$ cat src/rtl/philo_monitor.sv
// philo_monitor
// Watches a ring of four dining philosophers and records protocol violations
// and per-philosopher statistics. All flags are sticky until reset_n or clr.
//
// Ports
//   clock              : single clock, rising edge
//   reset_n            : asynchronous active-low reset
//   st0..st3 [1:0]     : philosopher states (THINKING=0 READING=1 EATING=2 HUNGRY=3)
//   clr                : synchronous clear of all flags, counters and history
//   mutex_err          : two ring neighbours were EATING at the same edge
//   trans_err [3:0]    : bit i = illegal state transition by philosopher i
//   starve [3:0]       : bit i = philosopher i was HUNGRY for HUNGER_LIMIT edges
//   eat_cnt0..3        : saturating count of HUNGRY->EATING transitions
//   any_err            : OR of all error flags (combinational from registers)
module philo_monitor #(
    parameter int HUNGER_LIMIT = 15,
    parameter int CNT_W        = 8
) (
    input  logic             clock,
    input  logic             reset_n,
    input  logic [1:0]       st0,
    input  logic [1:0]       st1,
    input  logic [1:0]       st2,
    input  logic [1:0]       st3,
    input  logic             clr,
    output logic             mutex_err,
    output logic [3:0]       trans_err,
    output logic [3:0]       starve,
    output logic [CNT_W-1:0] eat_cnt0,
    output logic [CNT_W-1:0] eat_cnt1,
    output logic [CNT_W-1:0] eat_cnt2,
    output logic [CNT_W-1:0] eat_cnt3,
    output logic             any_err
);

    localparam logic [1:0] THINKING = 2'd0;
    localparam logic [1:0] READING  = 2'd1;
    localparam logic [1:0] EATING   = 2'd2;
    localparam logic [1:0] HUNGRY   = 2'd3;
    localparam logic [7:0] LIMIT    = 8'(HUNGER_LIMIT);

    logic [3:0][1:0]       st;
    logic [3:0][1:0]       prev;
    logic                  prev_valid;
    logic [3:0][7:0]       hcnt;
    logic [3:0][7:0]       hcnt_nxt;
    logic [3:0][CNT_W-1:0] eat_cnt;
    logic [3:0][CNT_W-1:0] eat_nxt;
    logic [3:0]            trans_hit;
    logic [3:0]            starve_hit;
    logic                  mutex_hit;

    assign st = {st3, st2, st1, st0};

    function automatic logic legal(input logic [1:0] from, input logic [1:0] to);
        case (from)
            THINKING: legal = (to != EATING);
            READING:  legal = (to == READING) || (to == THINKING);
            EATING:   legal = (to == EATING)  || (to == THINKING);
            default:  legal = (to == HUNGRY)  || (to == EATING);
        endcase
    endfunction

    always_comb begin
        mutex_hit  = 1'b0;
        trans_hit  = '0;
        starve_hit = '0;
        hcnt_nxt   = '0;
        eat_nxt    = eat_cnt;
        for (int i = 0; i < 4; i++) begin
            // 2-bit cast wraps the index, so pair 3-0 is covered
            if (st[i] == EATING && st[2'(i + 1)] == EATING)
                mutex_hit = 1'b1;
            trans_hit[i] = prev_valid && !legal(prev[i], st[i]);
            if (st[i] == HUNGRY)
                hcnt_nxt[i] = (hcnt[i] == LIMIT) ? LIMIT : hcnt[i] + 8'd1;
            // LIMIT >= 1, so a cleared counter never matches
            starve_hit[i] = (hcnt_nxt[i] == LIMIT);
            if (prev_valid && prev[i] == HUNGRY && st[i] == EATING && eat_cnt[i] != '1)
                eat_nxt[i] = eat_cnt[i] + CNT_W'(1);
        end
    end

    always_ff @(posedge clock or negedge reset_n) begin
        if (!reset_n) begin
            prev       <= '0;
            prev_valid <= 1'b0;
            hcnt       <= '0;
            eat_cnt    <= '0;
            mutex_err  <= 1'b0;
            trans_err  <= '0;
            starve     <= '0;
        end else begin
            prev <= st;
            if (clr) begin
                prev_valid <= 1'b0;
                hcnt       <= '0;
                eat_cnt    <= '0;
                mutex_err  <= 1'b0;
                trans_err  <= '0;
                starve     <= '0;
            end else begin
                prev_valid <= 1'b1;
                hcnt       <= hcnt_nxt;
                eat_cnt    <= eat_nxt;
                mutex_err  <= mutex_err | mutex_hit;
                trans_err  <= trans_err | trans_hit;
                starve     <= starve | starve_hit;
            end
        end
    end

    assign eat_cnt0 = eat_cnt[0];
    assign eat_cnt1 = eat_cnt[1];
    assign eat_cnt2 = eat_cnt[2];
    assign eat_cnt3 = eat_cnt[3];
    assign any_err  = mutex_err | (|trans_err) | (|starve);

endmodule

$ cat config.mk
export PLATFORM = sky130hd
export DESIGN_NAME = philo_monitor
export DESIGN_NICKNAME = d
export VERILOG_FILES = /design/src/rtl/philo_monitor.sv
export SDC_FILE = /design/constraint.sdc
export NUM_CORES = 1
export LEC_CHECK = 0
export ABC_AREA = 1
export ABC_CLOCK_PERIOD_IN_PS = 3600
export CAP_MARGIN = 0
export CORE_UTILIZATION = 61
export DETAILED_ROUTE_END_ITERATION = 8
export PLACE_DENSITY = 0.86
export SLEW_MARGIN = 30
export SYNTH_ARGS = -nofsm -noshare
export SYNTH_HDL_FRONTEND = slang
export SYNTH_SLANG_ARGS = --single-unit
$ cat constraint.sdc
create_clock -name clock -period 3.6 [get_ports clock]
set_input_delay 0.72 -clock clock [delete_from_list [all_inputs] [get_ports clock]]
set_output_delay 0.72 -clock clock [all_outputs]
set_load 0.005 [all_outputs]
; Yosys cells after proc, flatten, opt, wreduce, memory -nomap -nowiden
; Cells that the tools add are included.
[word_totals]
reg_bits = 82
input_bits = 11
[op_classes]
n_addsub = 8
eq_ne = 40
muxes = 24
bitwise = 5
reduce_logical = 48
[ops]
columns = op, count
row1 = 8-bit two-way mux, 12
row2 = 8-bit by 1-bit adder with 8-bit output (second input constant), 8
row3 = 8-bit by 4-bit == test with 1-bit output (second input constant), 8
row4 = 32-bit two-way mux, 2
row5 = 2-bit == test (second input constant), 16
row6 = 8-bit inequality test (second input constant), 4
row7 = 1-bit logical AND, 18
row8 = 2-bit by 1-bit == test with 1-bit output (second input constant), 8
row9 = 2-bit zero test, 8
row10 = 1-bit logical OR, 12
row11 = 1-bit one-hot mux with 3 select lines, 4
row12 = 4-bit two-way mux, 2
row13 = 2-bit inequality test (second input constant), 4
row14 = 4-bit bitwise OR, 2
row15 = 2-bit nonzero test, 4
row16 = 4-bit OR reduction, 2
row17 = 1-bit zero test, 4
row18 = 1-bit two-way mux, 4
row19 = 1-bit bitwise OR, 3

; Longest topological paths before layout
; Gate-level depths: netlist of run 1.
[depth]
word_depth = 7
mapped_depth = 11

; Least setup slack after synthesis of run 1
; OpenSTA, ideal clock, no wires.
[synth_path]
kind = input port to flip-flop
startpoint = input port st0[0]
endpoint = register eat_cnt, in the netlist eat_cnt0[2]
setup_time_ns = 0.126
arrival_ns = 1.430
required_ns = 3.474
path_slack_ns = 2.044
path_stages = 8
cell_sequence = inv_1 > nand2_1 > nor4_4 > nand2_2 > nand2_1 > clkinv_2 > nand2_1 > o31ai_1
[synth_via]
elab_chain_cells = 4
[synth_rtl]
columns = item, line
row1 = start: declaration, 21  ; input logic [1:0] st0,
row2 = 2-bit == test, 79  ; if (prev_valid && prev[i] == HUNGRY && st[i] == EATING && eat_cnt[i] != '1)
row3 = 1-bit logical AND (2 in a row), 79
row4 = 2-bit nonzero test (no source line), --
row5 = end signal: assignment, 105  ; eat_cnt <= eat_nxt;
row6 = end: declaration, 47  ; logic [3:0][CNT_W-1:0] eat_cnt;
; No other way between the ends.
; A chain may end at the register's enable or synchronous reset.

; Worst setup path after layout of run 1
[layout_path]
startpoint = register trans_err[2]
endpoint = output port any_err
[layout_via]
elab_chain_cells = 3
[layout_rtl]
columns = item, line
row1 = start: declaration, 27  ; output logic [3:0] trans_err,
row2 = start signal: assignment, 107  ; trans_err <= trans_err | trans_hit;
row3 = 4-bit OR reduction, 117  ; assign any_err = mutex_err | (|trans_err) | (|starve);
row4 = 1-bit bitwise OR (2 in a row), 117
row5 = end: declaration, 33  ; output logic any_err
; No other way between the ends.

==> qor.txt, run 1 <==
Worst EP required - 2880 ps
Final Max Slew Viols - 0
Final setup viols - 0
DRT met1 WL - 4337 µm
Status - complete, no violations
Unique masters post-synth - 36
Most frequent cells in the layout - nand2_1 (158), nor2_1 (82), dfrtp_1 (82), inv_1 (71), nand3_1 (58)
Max transition margin - 0.5049
Post-CTS Resized - 0
Seq/Total Area, Yosys - 0.4497
Peak VDD IR - 0.0002003 V
CP Capture Type - primary output
Pin count of the biggest net entering global routing - 83
GRT Util Overall - 0.2789
Clock tree sinks - 82
Avg Inst Size Synth - 7.605 µm²
Tmin final - 2599 ps
Seq cells post-synth - 82
CTS tree - done
Final Hold Slack - 386.5 ps
Final #Nets - 677
Post-Syn Area - 4563 µm²
Hpwl dp - 7278 µm
DR WL met2 - 5065 µm
Hold Violations, Final - 0
Dominant synthesized flop cell - dfrtp_1
First-pass GRT wire length - 16840 µm
Fin area - 5359 µm²
Power Total - 0.001662 W
DR DRC count - 0
Dpl cell area - 5187 µm²
Row Count - 31
CTS Hold Buffers Added - 0
Total die area - 7830 µm²
P&R area growth vs syn - 17.44%
Initial DRC Count - 202
Vias/cell - 5.388
CP Cell Sequence - nor4_1 > nand4_1 > clkdlybuf4s50_1
# Max-Cap Violations - 0
Root Driver - clkbuf_8
CP max FO - 3
Vias in the first global route - 3943
Routed length on met3 - 398 µm
Crit path DAT - 1880 ps
Detailed Routing Iterations Pass 1 - 5
Final GP Congestion - 0.8155
Maximum clock frequency - 384.8 MHz
PortBufs - 52
CTS Buf Count - 9
Antenna cell count - 0
Slowest-stage cell, CP - clkdlybuf4s50_1
Fraction of layout cells with a size suffix above 1 - 0.09366
Leak - 2.493 nW
Routed Antenna Nets - 0
H-tree depth - 3
Crit-path max cell delay - 490 ps
Clock Skew - 11.36 ps
Unrepaired setup endpoints after global routing - no
Pwr dens - 310.1 nW/µm²
Core area - 7253 µm²
IO Pins - 53
Post-CTS Setup Inserts - 0
Final Cycle Share - 0.7220
Die span in x - 88.49 µm
Syn Nets - 619
Die Span Y - 88.49 µm
Max Root-Sink Buffers - 2
Crit path launch type - register
Antenna violations before repair - 0
Detailed-route via count - 4100
Crit Path Class - register to primary output
Number of flops mapped to enable cells by yosys - 0
Starting Density - 0.6291
Worst hold-check path type - input port to async pin
FFs w/ async S/R, synth - 1.000
Synth Instances - 600
Fin Setup TNS - 0 ps
Grt total ovfl - 0
Clk Latency, worst-skew pair - 350 ps
Clock transition at the registers of the reported paths - 80 ps
DR WL/cell - 13.06 µm
Max Used Layer - met4
Commonest non-fill, non-tap cell in the layout - nand2_1
Yosys Warn Count - 0
WL final - 9942 µm
Worst Tran Pin Value - 742.6 ps
-- critical path: cells and delay by family, from the launching register on --
kind | cells | cell delay (ps)
buffers and inverters | 1 | 490
DFF | 1 | 430
and+or+nand+nor | 2 | 610
-- cell type report --
class	instances	area, µm²
inverter	79	297.8
clock inverter	2	12.51
sequential	82	2052
timing repair buffer	54	536.8
multi-input combinational	432	2177
fill	541	1894
clock buffer	13	158.9
tap	99	123.9
-- sequential cells by signal, summed over array words and instances, names as in the netlist --
register and count:
prev 8, eat_cnt1 8, hcnt 32, starve 4, eat_cnt2 8, mutex_err 1, prev_valid 1, eat_cnt0 8
trans_err 4, eat_cnt3 8
-- routing by layer --
layer  vias up  track usage
met4         0       0.1202
met2       111       0.4972
met5         -            0
met1      1950       0.3401
met3        13      0.03545
li1       2026            -
-- power breakdown --
group / total, W / internal (W) / switching (W)
sequential: 0.000944 / 0.000933 / 0.0000113
combinational: 0.000120 / 0.0000412 / 0.0000791
clock: 0.000597 / 0.000284 / 0.000313
total: 0.00166 / 0.00126 / 0.000404
-- path summary, 6_finish.rpt --
kind	slack (ps)	cells past startpoint	from	to
worst max-delay path	1000	3	trans_err[2]$_DFF_PN0_	any_err
worst min-delay path	390	1	reset_n	hcnt[31]$_DFF_PN0_
worst max register to register	1980	10	eat_cnt1[1]$_DFFE_PN0P_	eat_cnt1[5]$_DFFE_PN0P_
worst min register to register	540	1	hcnt[8]$_DFF_PN0_	hcnt[8]$_DFF_PN0_
max in group asynchronous	2690	1	reset_n	hcnt[12]$_DFF_PN0_
min in group clock	540	1	hcnt[8]$_DFF_PN0_	hcnt[8]$_DFF_PN0_
-- synth_stat cells (2+ instances only) --
| master | number | area [µm²] |
|---|---|---|
| a21oi_1 | 21 | 105.1 |
| a21oi_2 | 2 | 17.52 |
| buf_2 | 2 | 10.01 |
| clkbuf_1 | 3 | 11.26 |
| dfrtp_1 | 82 | 2052 |
| ha_1 | 8 | 100.1 |
| inv_1 | 71 | 266.5 |
| inv_2 | 7 | 26.28 |
| nand2_1 | 158 | 593.1 |
| nand2_2 | 6 | 37.54 |
| nand3_1 | 58 | 290.3 |
| nand3_2 | 8 | 80.08 |
| nor2_1 | 82 | 307.8 |
| nor2_2 | 8 | 50.05 |
| nor3_1 | 13 | 65.06 |
| nor3_2 | 4 | 40.04 |
| nor4_4 | 3 | 63.81 |
| o21ai_0 | 11 | 55.05 |
| o21ai_1 | 10 | 50.05 |
| o21bai_1 | 6 | 45.04 |
| o31ai_1 | 6 | 45.04 |
| or2_2 | 4 | 25.02 |
| xnor2_1 | 7 | 61.31 |
| xor2_1 | 8 | 70.07 |
-- kinds of logic after synthesis --
kind of cell    count (synthesis)  share of synthesized area
buf+inv                        86                    0.07321
simple gates                  350                     0.3523
fa+ha+maj                       8                    0.02194
compound gates                 59                    0.07403
flops                          82                     0.4497
xor+xnor                       15                    0.02879
-- stage by stage --
step,std cells,worst slack (ps),util
2_1_floorplan,600,2044,-
3_3_place_gp,746,1310,0.7147
3_5_place_dp,746,1197,0.7152
4_1_cts,761,1016,0.7388
5_1_grt,761,893.3,0.7388
6_report,761,1001,0.7388
(Power assumes the default switching activity.)
==> run 2, diff against run 1 <==
--- a/config.mk
+++ b/config.mk
@@ -6,11 +6,11 @@
 export NUM_CORES = 1
 export LEC_CHECK = 0
 export ABC_AREA = 1
-export ABC_CLOCK_PERIOD_IN_PS = 3600
+export ABC_CLOCK_PERIOD_IN_PS = 2100
 export CAP_MARGIN = 0
-export CORE_UTILIZATION = 61
+export CORE_UTILIZATION = 51
 export DETAILED_ROUTE_END_ITERATION = 8
-export PLACE_DENSITY = 0.86
+export PLACE_DENSITY = 0.77
 export SLEW_MARGIN = 30
 export SYNTH_ARGS = -nofsm -noshare
 export SYNTH_HDL_FRONTEND = slang
==> constraint.sdc (replaced) <==
create_clock -name clock -period 2.1 [get_ports clock]
set_input_delay 0.42 -clock clock [delete_from_list [all_inputs] [get_ports clock]]
set_output_delay 0.42 -clock clock [all_outputs]
set_load 0.005 [all_outputs]
==> run 2 against run 1 <==
Clock skew rose by 2.4 ps. Clock power rose by 110%. First-iteration DRC count rose by 4.0%. Global-route usage fell by 5.4 points. Wire length fell by 2.0%. Sequential power rose by 72%. Highest routed layer unchanged.
==> qor.txt, run 2 (synthesized netlist as in run 1, its figures left out) <==
Status - complete, no violations
Max reg flops - 32 (unchanged)
Worst Tran Pin Value - 407.0 ps (-335.6 ps)
Grt total ovfl - 0 (unchanged)
Max transition margin - 0.7264 (+0.2215)
Final Max Slew Viols - 0 (unchanged)
First-pass GRT wire length - 16420 µm (-2.5%)
Commonest non-fill, non-tap cell in the layout - nand2_1
Critical Path Start - starve[0]$_DFF_PN0_
Pwr dens - 565.3 nW/µm² (+82%)
Pin count of the biggest net entering global routing - 36 (-57%)
Final GP Congestion - 0.8390 (+2.9%)
Max Root-Sink Buffers - 2 (unchanged)
Final setup viols - 0 (unchanged)
Detailed-route via count - 4010 (-2.2%)
Crit path DAT - 1530 ps (-350 ps)
Critical R2R Launch - eat_cnt1[0]$_DFFE_PN0P_
CP Capture Type - primary output
IO Pins - 53 (unchanged)
Starting Density - 0.5258 (-0.1033)
Final #Nets - 684 (+1.0%)
Finished Core Util - 0.6324 (-0.1065)
Vias in the first global route - 3766 (-4.5%)
Final setup margin - 154.1 ps (-846.9 ps)
Hpwl dp - 7311 µm (+0.46%)
Most frequent cells in the layout - nand2_1 (158), nor2_1 (82), dfrtp_1 (82), inv_1 (71), nand3_1 (58)
Unrepaired setup endpoints after global routing - no
Crit path launch type - register
Total die area - 9330 µm² (+19%)
P&R area growth vs syn - 20.26%
Fraction of layout cells with a size suffix above 1 - 0.1045 (+0.01082)
CP max FO - 2 (-1)
Clock transition at the registers of the reported paths - 90 ps (about the same)
Filler Cell Count - 787 (+45%)
Non-Filler Instances - 778 (+2.2%)
Detailed Routing Iterations Pass 1 - 4 (-1)
Post-Place Cells - 760 (+1.9%)
Reg with most FFs - hcnt
Die span in x - 96.59 µm (+9.2%)
Clk Latency, worst-skew pair - 350 ps (about the same)
Core area - 8678 µm² (+20%)
Clock Skew - 13.72 ps (+2.363 ps)
Worst hold-check path type - input port to async pin
Crit Path Class - register to primary output
CTS tree - done
Worst EP required - 1680 ps (-1200 ps)
# Max-Cap Violations - 0 (unchanged)
WL final - 9746 µm (-2.0%)
Hold Violations, Final - 0 (unchanged)
Clock tree sinks - 82 (unchanged)
Row Count - 34 (+9.7%)
Antenna cell count - 0 (unchanged)
GRT Util Overall - 0.2250 (-0.05390)
Vias/cell - 5.154 (-4.3%)
Root Driver - clkbuf_8
Tmin final - 1946 ps
H-tree depth - 3 (unchanged)
Final Cycle Share - 0.9266
DR DRC count - 0 (unchanged)
Peak VDD IR - 0.0003040 V (+52%)
Routed Antenna Nets - 0 (unchanged)
Leak - 2.549 nW (+2.2%)
Fin Setup TNS - 0 ps (unchanged)
Maximum clock frequency - 513.9 MHz
Reg2Reg Setup Slack - 440 ps (-1540 ps)
PortBufs - 52 (unchanged)
Antenna violations before repair - 0 (unchanged)
Die Span Y - 96.59 µm (+9.2%)
Initial DRC Count - 210 (+4.0%)
Setup Slack @ Placement - 69.29 ps (-1127 ps)
CTS Buf Count - 9 (unchanged)
DR WL/cell - 12.53 µm (-4.1%)
[run 2: per-layer routing]
metal / global-route usage / part of all wire
met1: 0.3083 / 0.48
met2: 0.3762 / 0.48
met3: 0.03912 / 0.038
met4: 0.04412 / 0.0037
met5: 0 / 0
[run 2: final timing paths]
path,end,depth (start not counted)
worst max-delay path,any_err,3
worst min-delay path,hcnt[19]$_DFF_PN0_,2
worst max register to register,eat_cnt1[3]$_DFFE_PN0P_,9
worst min register to register,hcnt[0]$_DFF_PN0_,1
max in group asynchronous,hcnt[15]$_DFF_PN0_,3
min in group clock,hcnt[0]$_DFF_PN0_,1
[run 2: layout make-up]
class | count | area [µm²] | share of cell area
Sequential cell | 82 | 2052 | 0.3739
Clock inverter | 4 | 75.07 | 0.01368
Tap cell | 108 | 135.1 | 0.02462
Timing Repair Buffer | 61 | 599.3 | 0.1092
Multi-Input combinational cell | 432 | 2183 | 0.3979
Inverter | 79 | 297.8 | 0.05426
Clock buffer | 12 | 145.1 | 0.02645
[run 2: per-stage QoR]
step           hold slack (ps)  cell area, µm²  total power, W
6_report                 526.6            5488        0.003102
5_1_grt                  563.4            5488        0.003222
4_1_cts                  536.7            5488        0.003126
3_5_place_dp             374.1            5245        0.001871
3_3_place_gp             372.8            5245        0.001864
2_1_floorplan            124.4            4563        0.001746
[run 2: critical path, stage by stage, from the launching register on]
cell and delay, ps:
dfrtp_1 390, nor4_2 330, nand4_1 160, dlygate4sd2_1 290
[run 2: what timing repair did]
item | CTS | global route
hold buffers | 1 | 0
setup buffers | 1 | 0
setup endpoints to repair | 1 | 0
endpoints found under the hold margin | 6 | 0
resized for setup | 2 | 0
[run 2: report_power, final]
group          leakage [nW]  internal (W)  switching [W]
logic                  1.33     0.0000785       0.000139
registers              1.12       0.00160      0.0000201
clock network         0.103      0.000704       0.000561
==> RTL change 1 (flow settings as in run 2) <==
`CNT_W`: 8 -> 7.
--- a/src/rtl/philo_monitor.sv
+++ b/src/rtl/philo_monitor.sv
@@ -16,3 +16,3 @@
     parameter int HUNGER_LIMIT = 15,
-    parameter int CNT_W        = 8
+    parameter int CNT_W        = 7
 ) (
Ports: changed (resized eat_cnt0, eat_cnt1, eat_cnt2 and eat_cnt3); port bits go from 53 to 49. The function was not compared with the original's and may differ.
==> RTL change 1 against run 2 <==
Worst hold slack lost 0.011 ns. Final area shrank 7.9%. First-iteration DRC count shrank 17%. Global-route usage grew 1.0 points. Power shrank 12%. Wire length shrank 4.7%. Cell count shrank 7.6%. Worst setup slack gained 0.13 ns. Critical path type unchanged. Sequential cell count shrank 4. Via count shrank 6.2%. Synthesized cell count shrank 7.5%. Utilization grew 0.87 points. Synthesized area shrank 7.3%.
==> RTL change 1: results (changes against run 2) <==
Synth
  • Synth top area cells: dfrtp_1, nand2_1, nor2_1 (unchanged)
  • Synth Area in Adders: 2.367% (was 2.194%)
  • Synth cell count leaders: nand2_1, nor2_1, inv_1 (was nand2_1, dfrtp_1, nor2_1)
  • Post-synthesis async set-or-reset flop share: 100.0% (unchanged)
  • Fraction of the mapped netlist area in compound gates: 10.36% (was 7.403%)
  • XOR/XNOR share of the synthesized area: 1.450% (was 2.879%)
  • Syn nets: 574 (was 619)
  • Synthesized area per cell: 7.620 um2 (was 7.605 um2)

STA
  • Slew headroom: 75.46% (was 72.64%)
  • Setup WS post-layout: 0.2866 ns (was 0.1541 ns)
  • Max Clock Skew: 0.008509 ns (was 0.01372 ns)

CTS
  • Post_cts resized: 0 (was 2)
  • Post-CTS Setup Inserts: 0 (was 1)
  • Clock Pin Slew Worst Setup and Hold Paths: 0.07 ns (was 0.09 ns)

Power
  • Comb. pwr: 0.000202 W (was 0.000218 W)
  • Sequential group share of total power: 56.5% (was 52.2%)
  • Combinational power share: 7.4% (was 7.0%)
  • Leak: 2.418 nW (was 2.549 nW)
  • Peak supply drop: 0.3444 mV (was 0.3040 mV)

Global route
  • Global routing usage on met3: 4.228% (was 3.912%)
  • Vias in the first global route: 3654 (was 3766)
  • GRT met1 Usage: 30.21% (was 30.83%)
  • GRT Util Overall: 23.50% (was 22.50%)

Cells and area
  • Layout cells sized above 1: 8.266% (was 10.45%)
  • Final-stage net count: 632 (was 684)

Placement
  • Placed wire-length estimate: 6837 um (was 7311 um)
  • Buffers on Ports: 48 (was 52)
  • RD Place Congestion: 0.9015 (was 0.8390)

Drt
  • Wl on met1: 4220 um (was 4676 um)
  • Met2 WL: 4523 um (was 4667 um)
  • Via count: 3761 (was 4010)
  • Metal3 WL: 411 um (was 367 um)

Critical path
  • End of the critical path: trans_err[3] (was any_err)
  • Slowest stage delay, CP: 0.49 ns (was 0.39 ns)
  • CP delay by family, top: buffers and inverters (was simple AND/OR/NAND/NOR gates)
  • Crit path max-delay cell type: clkdlybuf4s50_1 (was dfrtp_1)
  • WP data arrival: 1.39 ns (was 1.53 ns)

Run status
  • Status: complete, no violations (unchanged)
## RTL change 1: metrics by stage
stage / util, % / area (um2) / hold slack [ns]
floorplan: - / 4229 / 0.1244
finish: 64.10 / 5056 / 0.5155
detailed placement: 61.64 / 4862 / 0.3370
global route: 64.10 / 5056 / 0.5309
CTS: 63.90 / 5040 / 0.5081
global placement: 61.64 / 4862 / 0.3342
## RTL change 1: layout make-up
class / count / area [um2]
multi-input combinational: 387 / 1941
inverter: 82 / 307.8
clock buffer: 14 / 162.7
fill: 702 / 2831
clock inverter: 1 / 5.005
tap: 102 / 127.6
timing repair buffer: 55 / 560.5
sequential: 78 / 1952
## RTL change 1: logic make-up after synthesis
| logic type | Yosys count |
|---|---|
| AOI/OAI and AO/OA | 72 |
| xor gates and xnor gates | 7 |
| buffers and inverters | 90 |
| adders and majority gates | 8 |
| and+or+nand+nor | 300 |
| DFF | 78 |
==> RTL change 2 (settings of run 2) <==
Made on the original files. Add an input register stage for `st0`, `st1`, `st2`, `st3` and `clr`, without a reset; this delays them by one clock.
--- a/src/rtl/philo_monitor.sv
+++ b/src/rtl/philo_monitor.sv
@@ -41,2 +41,16 @@
 
+    logic [1:0] st0_q;
+    logic [1:0] st1_q;
+    logic [1:0] st2_q;
+    logic [1:0] st3_q;
+    logic clr_q;
+
+    always_ff @(posedge clock) begin
+        st0_q <= st0;
+        st1_q <= st1;
+        st2_q <= st2;
+        st3_q <= st3;
+        clr_q <= clr;
+    end
+
     logic [3:0][1:0]       st;
@@ -52,3 +66,3 @@
 
-    assign st = {st3, st2, st1, st0};
+    assign st = {st3_q, st2_q, st1_q, st0_q};
 
@@ -94,3 +108,3 @@
             prev <= st;
-            if (clr) begin
+            if (clr_q) begin
                 prev_valid <= 1'b0;
Behaviour: not the same (a bounded check fails within 4 cycles, from zero or initial values and one cycle with reset_n low).
==> RTL change 2 against run 2 <==
The run now ends with DRC left. Critical path type is now flop to flop. Clock power hardly changed. Register-to-register slack worse by 0.18 ns. Utilization increased by 0.39 points. Final area up 2.1%. Maximum frequency up 5.5%. Sequential cell count increased by 9. Worst setup slack better by 0.10 ns. Synthesized area grew 3.1%. Power grew 5.6%. Critical path depth increased by 5. Synthesized cell count increased by 2.8%. Wire length increased by 3.8%. Via count grew 1.6%.
==> RTL change 2: results (changes against run 2) <==
Power
  • Leak: 2.669 nW (was 2.549 nW)

Drt
  • DRT iter0 DRCs: 244 (was 210)
  • DR pass1 iterations: 7 (was 4)
  • Residual DRC: 2 (was 0)
  • DR WL/cell: 12.82 um (was 12.53 um)

Synth
  • Unique masters post-synth: 33 (was 36)
  • Synthesized area per cell: 7.627 um2 (was 7.605 um2)
  • Synth Area in Adders: 2.127% (was 2.194%)
  • Synth top area cells: dfrtp_1, nand2_1, nor2_1 (unchanged)
  • Synth cell count leaders: nand2_1, nor2_1, inv_1 (was nand2_1, dfrtp_1, nor2_1)
  • Syn nets: 636 (was 619)

Cells and area
  • Layout cells sized above 1: 5.874% (was 10.45%)
  • Final-stage net count: 695 (was 684)
  • Finished Layout Cells: 789 (was 778)

Placement
  • Post-Place Cells: 772 (was 760)
  • Placed wire-length estimate: 7249 um (was 7311 um)
  • RD Place Congestion: 0.8189 (was 0.8390)

STA
  • Max Clock Skew: 0.01273 ns (was 0.01372 ns)
  • Slew headroom: 66.42% (was 72.64%)

Critical path
  • Worst-path fanout max: 14 (was 2)
  • Reg2reg path depth: 8 (was 9)
  • Reg2Reg Launch Point: eat_cnt3[0] (was eat_cnt1[0])

Hold path
  • HP Class: flop to flop (was primary input to asynchronous set/reset pin)

Global route
  • Vias in the first global route: 3884 (was 3766)
  • Largest net degree at the start of global routing: 56 (was 36)

Run status
  • Failing checks: DRC
  • Status: complete, but fails checks (was complete, no violations)
[RTL change 2: changes by cell type in the layout (fill, tap and decap cells not counted), sizes merged, moves of 3 or more]
cell / delta
inv: +9
nand2: -15
buf: -5
or2: -4
nand3: +4
nor2: +7
o22ai: +3
nand3b: +3
dfxtp: +9
[RTL change 2: worst max path at each step]
| stage | slack, ns | cells past startpoint | start | endpoint |
|---|---|---|---|---|
| 2_1_floorplan | 0.53 | 8 | eat_cnt3[0] | eat_cnt3[0] |
| 3_3_place_gp | 0.41 | 8 | eat_cnt3[0] | eat_cnt3[1] |
| 3_5_place_dp | 0.30 | 8 | eat_cnt3[0] | eat_cnt3[1] |
| 4_1_cts | 0.02 | 3 | starve[0] | any_err |
| 5_1_grt | 0.08 | 9 | hcnt[0] | starve[0] |
| 6_report | 0.26 | 8 | eat_cnt3[0] | eat_cnt3[1] |
[RTL change 2: power breakdown]
part / internal [W] / leakage [nW] / switching (W)
Clock: 0.000644 / 0.108 / 0.000611
Sequential: 0.00178 / 1.19 / 0.0000304
Combinational: 0.0000809 / 1.37 / 0.000130
[RTL change 2: through the flow]
step           total power (W)  worst slack (ns)  hold WS [ns]
6_report              0.003276            0.2555        0.3775
5_1_grt               0.003403           0.07881        0.3848
4_1_cts               0.003320           0.01656        0.3785
3_5_place_dp          0.002056            0.2975        0.3575
3_3_place_gp          0.002048            0.4099        0.3546
2_1_floorplan         0.001938            0.5350        0.1244
[RTL change 2: cells by family after synthesis]
kind of cell    count (synthesis)
simple gates                  348
flops                          91
fa+ha+maj                       8
compound gates                 61
xor+xnor                       13
buf+inv                        96
[RTL change 2: cell type report]
cell class | instances | area, um2 | share of cell area, %
Inverter | 88 | 330.3 | 5.895
Tap cell | 108 | 135.1 | 2.412
Sequential cell | 91 | 2232 | 39.84
Timing Repair Buffer | 56 | 578.1 | 10.32
Multi-Input combinational cell | 430 | 2115 | 37.74
Clock buffer | 12 | 165.2 | 2.948
Clock inverter | 4 | 47.55 | 0.8486
[RTL change 2: timing repair]
| action | in CTS | in global routing |
|---|---|---|
| setup endpoints to repair | 0 | 1 |
| endpoints found under the hold margin | 27 | 0 |
| resized for setup | 0 | 3 |
| hold buffers | 1 | 0 |
[RTL change 2: worst max-delay path, cell delays in order, from the launching register on]
cell     delay [ns]
dfrtp_1        0.44
ha_1           0.22
nand3_1        0.13
nor3_1         0.22
nand3_1        0.14
nand2_2        0.27
inv_1          0.09
o21ai_0        0.16
nor2_1         0.07
[RTL change 2: per-layer routing]
| metal | track usage (%) | vias to the layer above | part of all wire, % |
|---|---|---|---|
| li1 | - | 2082 | - |
| met1 | 29.77 | 1903 | 47 |
| met2 | 37.38 | 81 | 47 |
| met3 | 5.154 | 8 | 4.7 |
| met4 | 6.294 | 0 | 0.84 |
| met5 | 0 | - | 0 |
